$ cat config.mk
export PLATFORM = sky130hd
export DESIGN_NAME = sync_fifo_ctrl
export DESIGN_NICKNAME = d
export VERILOG_FILES = /design/src/rtl/fifo_pkg.sv /design/src/rtl/fifo_ptr_ctrl.sv /design/src/rtl/sync_fifo_ctrl.sv
export SDC_FILE = /design/constraint.sdc
export NUM_CORES = 1
export LEC_CHECK = 0
export ABC_CLOCK_PERIOD_IN_PS = 3450
export CORE_ASPECT_RATIO = 0.75
export CORE_MARGIN = 4
export CORE_UTILIZATION = 46
export CTS_CLUSTER_DIAMETER = 100
export DETAILED_ROUTE_END_ITERATION = 10
export PLACE_DENSITY_LB_ADDON = 0.25
export SLEW_MARGIN = 20
export SYNTH_ARGS = -nofsm -noshare
export SYNTH_HDL_FRONTEND = slang
export SYNTH_HIERARCHICAL = 1
export SYNTH_SLANG_ARGS = --single-unit
$ cat constraint.sdc
create_clock -name clk -period 3.45 [get_ports clk]
set_input_delay 0.8625 -clock clk [delete_from_list [all_inputs] [get_ports clk]]
set_output_delay 0.8625 -clock clk [all_outputs]
set_load 0.01 [all_outputs]
$ cat src/rtl/fifo_pkg.sv
// Shared sizing helpers for the synchronous FIFO controller: pointer width and
// the default almost-full threshold.
package fifo_pkg;

    localparam int DEFAULT_DEPTH_LOG = 8;

    // Pointers carry one extra wrap bit so that full and empty can be told apart.
    function automatic int ptr_w(input int depth_log);
        return depth_log + 1;
    endfunction

    function automatic int af_default(input int depth_log);
        return (2 ** depth_log) - 2;
    endfunction

    localparam int DEFAULT_AF_LEVEL = af_default(DEFAULT_DEPTH_LOG);

endpackage

$ cat src/rtl/fifo_ptr_ctrl.sv
// Pointer, occupancy and status-flag engine for sync_fifo_ctrl. Accept strobes
// are combinational; pointers, count and flags update on the clock edge.
module fifo_ptr_ctrl
    import fifo_pkg::*;
#(
    parameter  int DEPTH_LOG = DEFAULT_DEPTH_LOG,
    parameter  int AF_LEVEL  = af_default(DEPTH_LOG),
    localparam int PW        = ptr_w(DEPTH_LOG)
) (
    input  logic                 clk,
    input  logic                 rst_n,
    input  logic                 write_req,
    input  logic                 read_req,
    output logic                 push_ok,
    output logic                 pop_ok,
    output logic [DEPTH_LOG-1:0] wr_addr,
    output logic [DEPTH_LOG-1:0] rd_addr,
    output logic [PW-1:0]        count,
    output logic                 full,
    output logic                 empty,
    output logic                 almost_full
);

    localparam logic [PW-1:0] AF_THRESH = PW'(AF_LEVEL);

    logic [PW-1:0] wr_ptr_q, wr_ptr_d;
    logic [PW-1:0] rd_ptr_q, rd_ptr_d;
    logic [PW-1:0] count_q, count_d;
    logic          full_q, full_d;
    logic          empty_q, empty_d;
    logic          af_q, af_d;

    // Nothing is accepted during a reset cycle, so no RAM write can slip through.
    assign push_ok = rst_n && write_req && !full_q;
    assign pop_ok  = rst_n && read_req && !empty_q;

    always_comb begin
        wr_ptr_d = wr_ptr_q + PW'(push_ok);
        rd_ptr_d = rd_ptr_q + PW'(pop_ok);
        count_d  = count_q;
        if (push_ok && !pop_ok) begin
            count_d = count_q + PW'(1);
        end else if (pop_ok && !push_ok) begin
            count_d = count_q - PW'(1);
        end
        empty_d = (wr_ptr_d == rd_ptr_d);
        full_d  = (wr_ptr_d[PW-1] != rd_ptr_d[PW-1]) &&
                  (wr_ptr_d[PW-2:0] == rd_ptr_d[PW-2:0]);
        af_d    = (count_d >= AF_THRESH);
    end

    always_ff @(posedge clk) begin
        if (!rst_n) begin
            wr_ptr_q <= '0;
            rd_ptr_q <= '0;
            count_q  <= '0;
            full_q   <= 1'b0;
            empty_q  <= 1'b1;
            af_q     <= 1'b0;
        end else begin
            wr_ptr_q <= wr_ptr_d;
            rd_ptr_q <= rd_ptr_d;
            count_q  <= count_d;
            full_q   <= full_d;
            empty_q  <= empty_d;
            af_q     <= af_d;
        end
    end

    assign wr_addr     = wr_ptr_q[DEPTH_LOG-1:0];
    assign rd_addr     = rd_ptr_q[DEPTH_LOG-1:0];
    assign count       = count_q;
    assign full        = full_q;
    assign empty       = empty_q;
    assign almost_full = af_q;

endmodule

$ cat src/rtl/sync_fifo_ctrl.sv
// Synchronous FIFO controller driving an external RAM (combinational read).
// Define SYNC_FIFO_CTRL_ERR_FLAG_EN to add sticky overflow/underflow outputs.
module sync_fifo_ctrl
    import fifo_pkg::*;
#(
    parameter int WIDTH     = 8,
    parameter int DEPTH_LOG = DEFAULT_DEPTH_LOG,
    parameter int AF_LEVEL  = af_default(DEPTH_LOG)
) (
    input  logic                        clk,
    input  logic                        rst_n,
    input  logic                        write_req,
    input  logic [WIDTH-1:0]            write_data,
    input  logic                        read_req,
    output logic [WIDTH-1:0]            read_data,
    output logic                        read_valid,
    output logic                        full,
    output logic                        empty,
    output logic                        almost_full,
    output logic [ptr_w(DEPTH_LOG)-1:0] count,
    output logic                        ram_write_req,
    output logic [DEPTH_LOG-1:0]        ram_write_addr,
    output logic [WIDTH-1:0]            ram_write_data,
    output logic [DEPTH_LOG-1:0]        ram_read_addr,
`ifdef SYNC_FIFO_CTRL_ERR_FLAG_EN
    output logic                        overflow,
    output logic                        underflow,
`endif
    input  logic [WIDTH-1:0]            ram_read_data
);

    logic             push_ok;
    logic             pop_ok;
    logic [WIDTH-1:0] read_data_q, read_data_d;
    logic             read_valid_q, read_valid_d;

    fifo_ptr_ctrl #(
        .DEPTH_LOG (DEPTH_LOG),
        .AF_LEVEL  (AF_LEVEL)
    ) u_ptr_ctrl (
        .clk         (clk),
        .rst_n       (rst_n),
        .write_req   (write_req),
        .read_req    (read_req),
        .push_ok     (push_ok),
        .pop_ok      (pop_ok),
        .wr_addr     (ram_write_addr),
        .rd_addr     (ram_read_addr),
        .count       (count),
        .full        (full),
        .empty       (empty),
        .almost_full (almost_full)
    );

    assign ram_write_req  = push_ok;
    assign ram_write_data = write_data;

    // read_data holds the last popped word between pops.
    always_comb begin
        read_data_d  = read_data_q;
        read_valid_d = pop_ok;
        if (pop_ok) begin
            read_data_d = ram_read_data;
        end
    end

    always_ff @(posedge clk) begin
        if (!rst_n) begin
            read_data_q  <= '0;
            read_valid_q <= 1'b0;
        end else begin
            read_data_q  <= read_data_d;
            read_valid_q <= read_valid_d;
        end
    end

    assign read_data  = read_data_q;
    assign read_valid = read_valid_q;

`ifdef SYNC_FIFO_CTRL_ERR_FLAG_EN
    logic overflow_q, overflow_d;
    logic underflow_q, underflow_d;

    always_comb begin
        overflow_d  = overflow_q  || (write_req && full);
        underflow_d = underflow_q || (read_req && empty);
    end

    always_ff @(posedge clk) begin
        if (!rst_n) begin
            overflow_q  <= 1'b0;
            underflow_q <= 1'b0;
        end else begin
            overflow_q  <= overflow_d;
            underflow_q <= underflow_d;
        end
    end

    assign overflow  = overflow_q;
    assign underflow = underflow_q;
`endif

endmodule
# Yosys cells after proc, flatten, opt, wreduce, memory -nomap -nowiden
# Cells that the tools add are included.
# W data, S select, Z words.
dict set report classes {
  n_mux 2
  add_sub_neg 4
  magnitude_cmp 1
  reduce_logical 11
  eq_ne 3
}
# op count
set op_table {}
lappend op_table {{$add A9 B1 Y9} 2}
lappend op_table {{$mux W9} 2}
lappend op_table {{$add A9 B1 Y9 const B} 1}
lappend op_table {{$eq A9 B9 Y1} 1}
lappend op_table {{$ge A9 B8 Y1 const B} 1}
lappend op_table {{$sub A9 B1 Y9 const B} 1}
lappend op_table {{$eq A8 B8 Y1} 1}
lappend op_table {{$logic_and A1 B1 Y1} 7}
lappend op_table {{$logic_not A1 Y1} 4}
lappend op_table {{$ne A1 B1 Y1} 1}
dict set report word_totals {
  in_bits 20
  ff_bits 39
  output_inout_bits 46
  word_cells 29
}

# Longest topological paths before layout
# Gate-level depths: netlist (run 1).
dict set report logic_depth {
  depth_word 7
  depth_mapped 13
  ltp_nobuf 10
}

# Cells and area by module
# The synthesis (run 1) kept the hierarchy.
# module cells_each seq_area_each_um2 area_per_inst_um2 instances
set modules_own_cells {}
lappend modules_own_cells {fifo_ptr_ctrl 189 600.6 1650.3 1}
lappend modules_own_cells {sync_fifo_ctrl 35 180.2 389.1 1}

# Worst setup path before layout (run 1)
# OpenSTA, ideal clock, no wires.
dict set report synth_path {
  path_type {input to register}
  from {input rst_n}
  to {register u_ptr_ctrl.full_q, in the netlist u_ptr_ctrl/full}
  cell_stages 13
  t_required_ns 3.389
  path_buffers 3
  arrival_ns 3.200
  setup_slack_ns 0.189
  setup_ns 0.061
  path_cell_list {buf_4 > inv_1 > clkbuf_1 > buf_1 > nor2_1 > ha_1 > ha_1 > nand3_1 > xor2_1 > xnor2_1 > nand4_1 > nor4_1 > and4b_1}
}
dict set report synth_via {
  elab_chain_cells 5
  word_cells_on_any_way 9
  cone_classes {2 x add/sub; 2 x eq/ne; 5 x reduce/logical}
}
# element line_no
set synth_rtl {}
lappend synth_rtl {{from (decl)} sync_fifo_ctrl.sv:11} ;# input logic rst_n,
lappend synth_rtl {{$logic_and A1 B1 Y1 (*) (2 in series)} fifo_ptr_ctrl.sv:34} ;# assign push_ok = rst_n && write_req && !full_q;
lappend synth_rtl {{via ram_write_req} sync_fifo_ctrl.sv:21} ;# output logic ram_write_req,
lappend synth_rtl {{$add A9 B1 Y9 (*)} fifo_ptr_ctrl.sv:38} ;# wr_ptr_d = wr_ptr_q + PW'(push_ok);
lappend synth_rtl {{$eq A8 B8 Y1 or $ne A1 B1 Y1 (tied branches)} {fifo_ptr_ctrl.sv:48, fifo_ptr_ctrl.sv:47}}
lappend synth_rtl {{$logic_and A1 B1 Y1 (*)} fifo_ptr_ctrl.sv:47} ;# full_d = (wr_ptr_d[PW-1] != rd_ptr_d[PW-1]) &&
lappend synth_rtl {{to (signal assigned)} fifo_ptr_ctrl.sv:64} ;# full_q <= full_d;
lappend synth_rtl {{to (decl)} fifo_ptr_ctrl.sv:29} ;# logic full_q, full_d;
# The timed path passes the listed nets; every way through them passes the cells marked *.
# A chain may end at the register's enable or synchronous reset.

# Worst setup path in the final report (run 1)
dict set report layout_path {
  from {input rst_n}
  to {output ram_write_req}
}
dict set report layout_via {
  elab_chain_cells 2
}
# element line_no
set layout_rtl {}
lappend layout_rtl {{$logic_and A1 B1 Y1 (2 in series)} fifo_ptr_ctrl.sv:34}
lappend layout_rtl {{to (decl)} sync_fifo_ctrl.sv:21}
# Every way passes these cells.

==> results of run 1 <==
[per-layer routing]
metal  wire [um]  track usage  up-vias
li1            -            -      797
met1        2220        0.216      686
met2        1710        0.222       46
met3         283       0.0501        3
met4          22       0.0692        0
met5           0            0        -
[Yosys cell counts, types with 2 or more instances]
cell type and n:
nor2b_1 10, nand3_1 8, ha_1 6, and3_1 3, inv_1 4, clkbuf_1 5, and2_1 13, o21ai_0 2
xnor2_1 9, nor2_1 22, mux2i_1 8, a21oi_1 3, buf_4 25, dfxtp_1 39, nand2b_1 2, nor3_1 2
nand4_1 13, nand2_1 7, xor2_1 22
[path summary, 6_finish.rpt]
path / cells past startpoint / to
max: 4 / ram_write_req
min: 2 / read_data[4]
max reg2reg: 10 / u_ptr_ctrl/full
min reg2reg: 2 / read_data[4]
[flip-flops by register name (all words and copies together), names as in the netlist]
name,cells
u_ptr_ctrl/full,1
u_ptr_ctrl/empty,1
u_ptr_ctrl/count,9
u_ptr_ctrl/almost_full,1
u_ptr_ctrl/wr_ptr_q,9
u_ptr_ctrl/rd_ptr_q,9
read_data,8
read_valid,1
[critical path, stage by stage]
cell             delay [ps]
clkdlybuf4s50_1         490
inv_1                    90
nor2_1                  150
clkdlybuf4s50_1         580
[power groups by stage]
stage | Combinational, mW | Clock [mW] | Sequential (mW)
finish | 0.150 | 0.451 | 0.478
global route | 0.165 | 0.476 | 0.479
CTS | 0.150 | 0.457 | 0.478
detailed placement | 0.148 | 0 | 0.488
global placement | 0.148 | 0 | 0.488
floorplan | 0.0945 | 0 | 0.491
[layout make-up]
type | instances | area, um^2 | area share
inverters | 4 | 15.0 | 0.00588
flip-flops and latches | 39 | 781 | 0.306
multi-input cells | 149 | 1020 | 0.400
clock buffers | 6 | 72.6 | 0.0284
repair buffers | 55 | 536 | 0.210
clock inverters | 2 | 60.1 | 0.0235
well taps | 55 | 68.8 | 0.0269
[kinds of logic (layout without fill, tap and decap cells)]
| logic type | count (synthesis) | count (layout) | synth area share |
|---|---|---|---|
| AO/OA/AOI/OAI | 13 | 13 | 0.0423 |
| XOR/XNOR | 31 | 31 | 0.133 |
| adder cells (fa/ha/maj) | 6 | 6 | 0.0368 |
| buffers and inverters | 36 | 67 | 0.116 |
| flip-flops | 39 | 39 | 0.383 |
| multiplexers | 8 | 8 | 0.0393 |
| AND/OR/NAND/NOR | 91 | 91 | 0.250 |
==> results.cfg, run 1 <==
[clocking]
path_clk_slew_ps = 70
cts_setup_buffers = 0
cts_tree = yes
cts_resized = 0
root_buffer = clkbuf_8
h-tree-depth = 2
clk_latency_ps = 290
cts_buffer_depth = 2
cts-hold-fix-buffers = 0
cts.sinks = 39
numCtsBuffers = 5

[grt]
antenna_found_initial = 0
grt_pass1_vias = 1452
grt_use_total = 0.157
gr-total-overflow = 0
grt_max_degree = 28
grt_pass1_wl_um = 6930

[logic_synthesis]
synth_cell_type_count = 40
synth-seq-cells = 39
yosysTopAreaCell = dfxtp_1
ys.flop_type = dfxtp_1
synth.net_count = 250
synth_edf_count = 0
ys_seq_area_frac = 0.383
async_reset_ff_frac = 0
synth_warnings = 6
syn_area_um2 = 2040
synth_top_area_share = 0.383
synth_area_per_cell_um2 = 9.10
synth_cells = 224
yosys-top-cells-area = dfxtp_1 38%, xor2_1 9.4%, buf_4 9.2%

[routing]
ant_nets = 0
vias_per_cell = 4.94
drc = 0
drt_iter0_drc = 49
wl_per_cell_um = 13.7
via_count = 1532
drt_pass1_iterations = 4
wirelength_um = 4240

[timing]
rsz0062_at_grt = false
worstMarginPinSlew_ps = 610
setup_viol = 0
worst_slack_ps = 409
min_period_over_period = 0.881
slew_headroom = 0.592
timing.hold.ws_ps = 522
finClkSkew_ps = 9.00
finalCriticalPeriod_ps = 3040
hold_viol = 0
maxClockFrequency_ghz = 0.329
fin_setup_tns_ps = 0
maxSlewViolCount = 0

[power_and_ir_drop]
leakagePower_nw = 1.01
vdd_ir_drop_max_mv = 0.238
p_per_area_nw_per_um2 = 422
swShare = 0.228
pwr-share-clk = 0.418
sequentialPowerShare = 0.443
p_int_mw = 0.833
p_total_mw = 1.08
p_switching_mw = 0.246
p_comb_frac = 0.139

[status]
status = completed

[run]
maxCapViolCount = 0

[setup_path]
crit_path_start_kind = input pin
critPathCaptureType = primary output
crit_start = rst_n
crit_path_max_fanout = 4
r2r_setup_slack_ps = 1140
critical_path.reg2reg.startpoint = u_ptr_ctrl/empty
worst_ep_required_time_ps = 2590
worstPathArrival_ps = 2180
crit_type = in2out

[floorplanning]
io_pins = 66
die_area_um2 = 5570
rows = 20
die_y_um = 65.7
dieWidth_um = 84.9
core_um2 = 4150
initial_core_util = 0.491

[layout]
final_nets = 280
final_core_util = 0.615
fillers = 369
n_antenna_cell = 0
finalNonFillerCells = 310
area_delta_synth_final_pct = 25.3
layout_common_cells = 49 x clkdlybuf4s50_1, 39 x dfxtp_1, 22 x nor2_1, 22 x xor2_1
layout_commonest_cell = clkdlybuf4s50_1
drive_above_1_share = 0.0745
fin_area_um2 = 2550

[placement]
dp_cells = 302
postPlaceCellArea_um2 = 2420
hpwl_um = 3030
gp_congestion = 0.752
pre_cts_ws_ps = 206
numPortBuffers = 49

[hold_path]
min_path_type = reg2reg
hold_start = read_data[4]
Power figures use the tool's default switching activity.
==> run 2: changes to the inputs <==
Settings changed: PLACE_DENSITY set to 0.8, PLACE_DENSITY_LB_ADDON 0.25 to not set, SYNTH_HIERARCHICAL 1 to not set.
==> run 2 against run 1 <==
  * Die area down 1.5%
  * Critical path depth unchanged
  * Routed wire length up 4.3%
  * Largest cell class unchanged
  * Largest power group unchanged
==> results.cfg, run 2 <==
[setup_path]
crit_type = in2out
worstPathArrival_ps = 2230
r2r_setup_slack_ps = 1100
cpPeakStageDelay_ps = 540
worst_ep_required_time_ps = 2590
reg2reg_depth = 10
crit_path_max_fanout = 3
cp_num_buf_inv = 3
critPathCaptureType = primary output
critical_path.reg2reg.startpoint = u_ptr_ctrl.empty
critPathTopFamily = buffers and inverters
cp_cell_sequence = clkdlybuf4s50_1 -> and3b_1 -> buf_4 -> clkdlybuf4s50_1
reg2reg_to = u_ptr_ctrl.full
crit_path_start_kind = input pin
crit_path_top_delay_cell = clkdlybuf4s50_1
worst_path_most_repeated_cell = clkdlybuf4s50_1

[power_and_ir_drop]
pwr-share-clk = 0.349
vdd_ir_drop_max_mv = 0.202
leakagePower_nw = 0.973
p_per_area_nw_per_um2 = 393
p_comb_frac = 0.154
sequentialPowerShare = 0.497
p_switching_mw = 0.249
swShare = 0.255
p_int_mw = 0.729

[clocking]
root_buffer = clkbuf_8
cts_resized = 0
numCtsBuffers = 5
h-tree-depth = 2
path_clk_slew_ps = 70
cts.sinks = 39
cts-hold-fix-buffers = 0
cts_buffer_depth = 2
cts_tree = yes
clk_latency_ps = 290
cts_setup_buffers = 0

[timing]
fin_setup_tns_ps = 0
finClkSkew_ps = 10.5
slew_headroom = 0.715
maxSlewViolCount = 0
min_period_over_period = 0.897
maxClockFrequency_ghz = 0.323
setup_viol = 0
rsz0062_at_grt = false
timing.hold.ws_ps = 453
hold_viol = 0
worstMarginPinSlew_ps = 428
finalCriticalPeriod_ps = 3090

[grt]
gr-total-overflow = 0
grt_max_degree = 30
antenna_found_initial = 0
grt_use_total = 0.174
grt_pass1_wl_um = 7530
grt_pass1_vias = 1560

[layout]
regArea_um2 = 781
n_antenna_cell = 0
layout_commonest_cell = clkdlybuf4s50_1
area_delta_synth_final_pct = 24.1
drive_above_1_share = 0.0661
finalNonFillerCells = 312
layout_common_cells = 49 x clkdlybuf4s50_1, 39 x dfxtp_1, 24 x nor2_1
fin_area_um2 = 2490
multiInputGateArea_um2 = 990
final_nets = 282
fillers = 372

[floorplanning]
io_pins = 66
die_area_um2 = 5490
dieWidth_um = 84.2
core_um2 = 4130
initial_core_util = 0.486
die_y_um = 65.2
rows = 20

[logic_synthesis]
synth_area_per_cell_um2 = 8.87
yosys-top-cells-area = dfxtp_1 39%, xor2_1 10%, buf_4 9.0%
synth_top_area_share = 0.389
ys.flop_type = dfxtp_1
yosysMostFrequentCell = dfxtp_1
synth_cells = 226
syn_area_um2 = 2010
synth-seq-cells = 39
synth_warnings = 0
synth_cell_type_count = 38
synth_edf_count = 0
yosysTopAreaCell = dfxtp_1
ys_seq_area_frac = 0.389
synth.net_count = 252
synthTopCellsByCount = 39 x dfxtp_1, 24 x buf_4, 24 x nor2_1
async_reset_ff_frac = 0

[routing]
via_count = 1585
vias_per_cell = 5.08
wirelength_um = 4420
drt_iter0_drc = 105
drt_pass1_iterations = 4
wl_per_cell_um = 14.2
ant_nets = 0
drc = 0

[status]
status = completed

[hold_path]
holdPathStages = 2
min_to = read_data[6]
hold_start = read_data[6]
min_path_type = reg2reg

[placement]
gp_congestion = 0.877
numPortBuffers = 49
postPlaceCellArea_um2 = 2390
dp_cells = 304
hpwl_um = 3220

[run]
maxCapViolCount = 0
run 2: cell count changes in the layout (fill, tap and decap cells not counted), moves of 2 or more:
cell	before	now
o32ai_1	0	2
mux2i_1	8	0
nor2_1	22	24
a21oi_1	3	9
clkbuf_8	5	7
a221oi_1	0	2
nand3_1	8	4
nand2_1	7	19
nor2b_1	10	4
bufinv_16	2	0
run 2: worst max-delay path by stage:
stage,depth (start not counted),to,startpoint,slack (ps)
floorplan,12,u_ptr_ctrl.full,rst_n,290
CTS,4,ram_write_req,rst_n,340
finish,4,ram_write_req,write_req,360
global route,11,u_ptr_ctrl.full,read_req,1
global placement,10,u_ptr_ctrl.full,rst_n,240
detailed placement,11,u_ptr_ctrl.full,rst_n,180
run 2: cells by family (layout without fill, tap and decap cells):
| family | count (synthesis) | in the layout | synth area share |
|---|---|---|---|
| and+or+nand+nor | 93 | 93 | 0.243 |
| DFF | 39 | 39 | 0.389 |
| xor gates and xnor gates | 31 | 31 | 0.135 |
| AOI/OAI and AO/OA | 21 | 21 | 0.0774 |
| buffers and inverters | 36 | 67 | 0.117 |
| adders and majority gates | 6 | 6 | 0.0374 |
run 2: layout make-up:
| cell class | instances | area share |
|---|---|---|
| multi-input cells | 151 | 0.397 |
| flip-flops and latches | 39 | 0.314 |
| repair buffers | 55 | 0.215 |
| clock buffers | 8 | 0.0402 |
| well taps | 55 | 0.0276 |
| inverters | 4 | 0.00603 |
run 2: worst min-delay path, delay by kind of cell (launching register included):
family             cells  cell delay, ps
DFF                    1             310
AOI/OAI and AO/OA      1              50
and+or+nand+nor        1              50
run 2: power groups by stage:
stage	clock network [mW]	logic [mW]	registers [mW]
after floorplan	0	0.0910	0.498
after global routing	0.370	0.167	0.490
after CTS	0.350	0.152	0.486
final	0.341	0.151	0.486
after detailed placement	0	0.150	0.497
after global placement	0	0.149	0.496
run 2: stage by stage:
step                       util  power, mW  worst slack (ps)
final                     0.603      0.978               357
after global routing      0.603       1.03              1.21
after CTS                 0.603      0.988               343
after detailed placement  0.579      0.647               175
after global placement    0.579      0.645               239
after floorplan               -      0.589               295
run 2: layer usage:
layer | up-vias | share of wire | GRT usage
met5 | - | 0 | 0
met4 | 0 | 0.0075 | 0.0683
met3 | 5 | 0.11 | 0.0652
met2 | 65 | 0.40 | 0.259
met1 | 714 | 0.47 | 0.228
li1 | 801 | - | -
==> run 3: changes to the inputs <==
Settings changed: GPL_ROUTABILITY_DRIVEN set to 1.
==> results of run 3 <==
Final layout, timing and power as in run 2 (identical DEF).
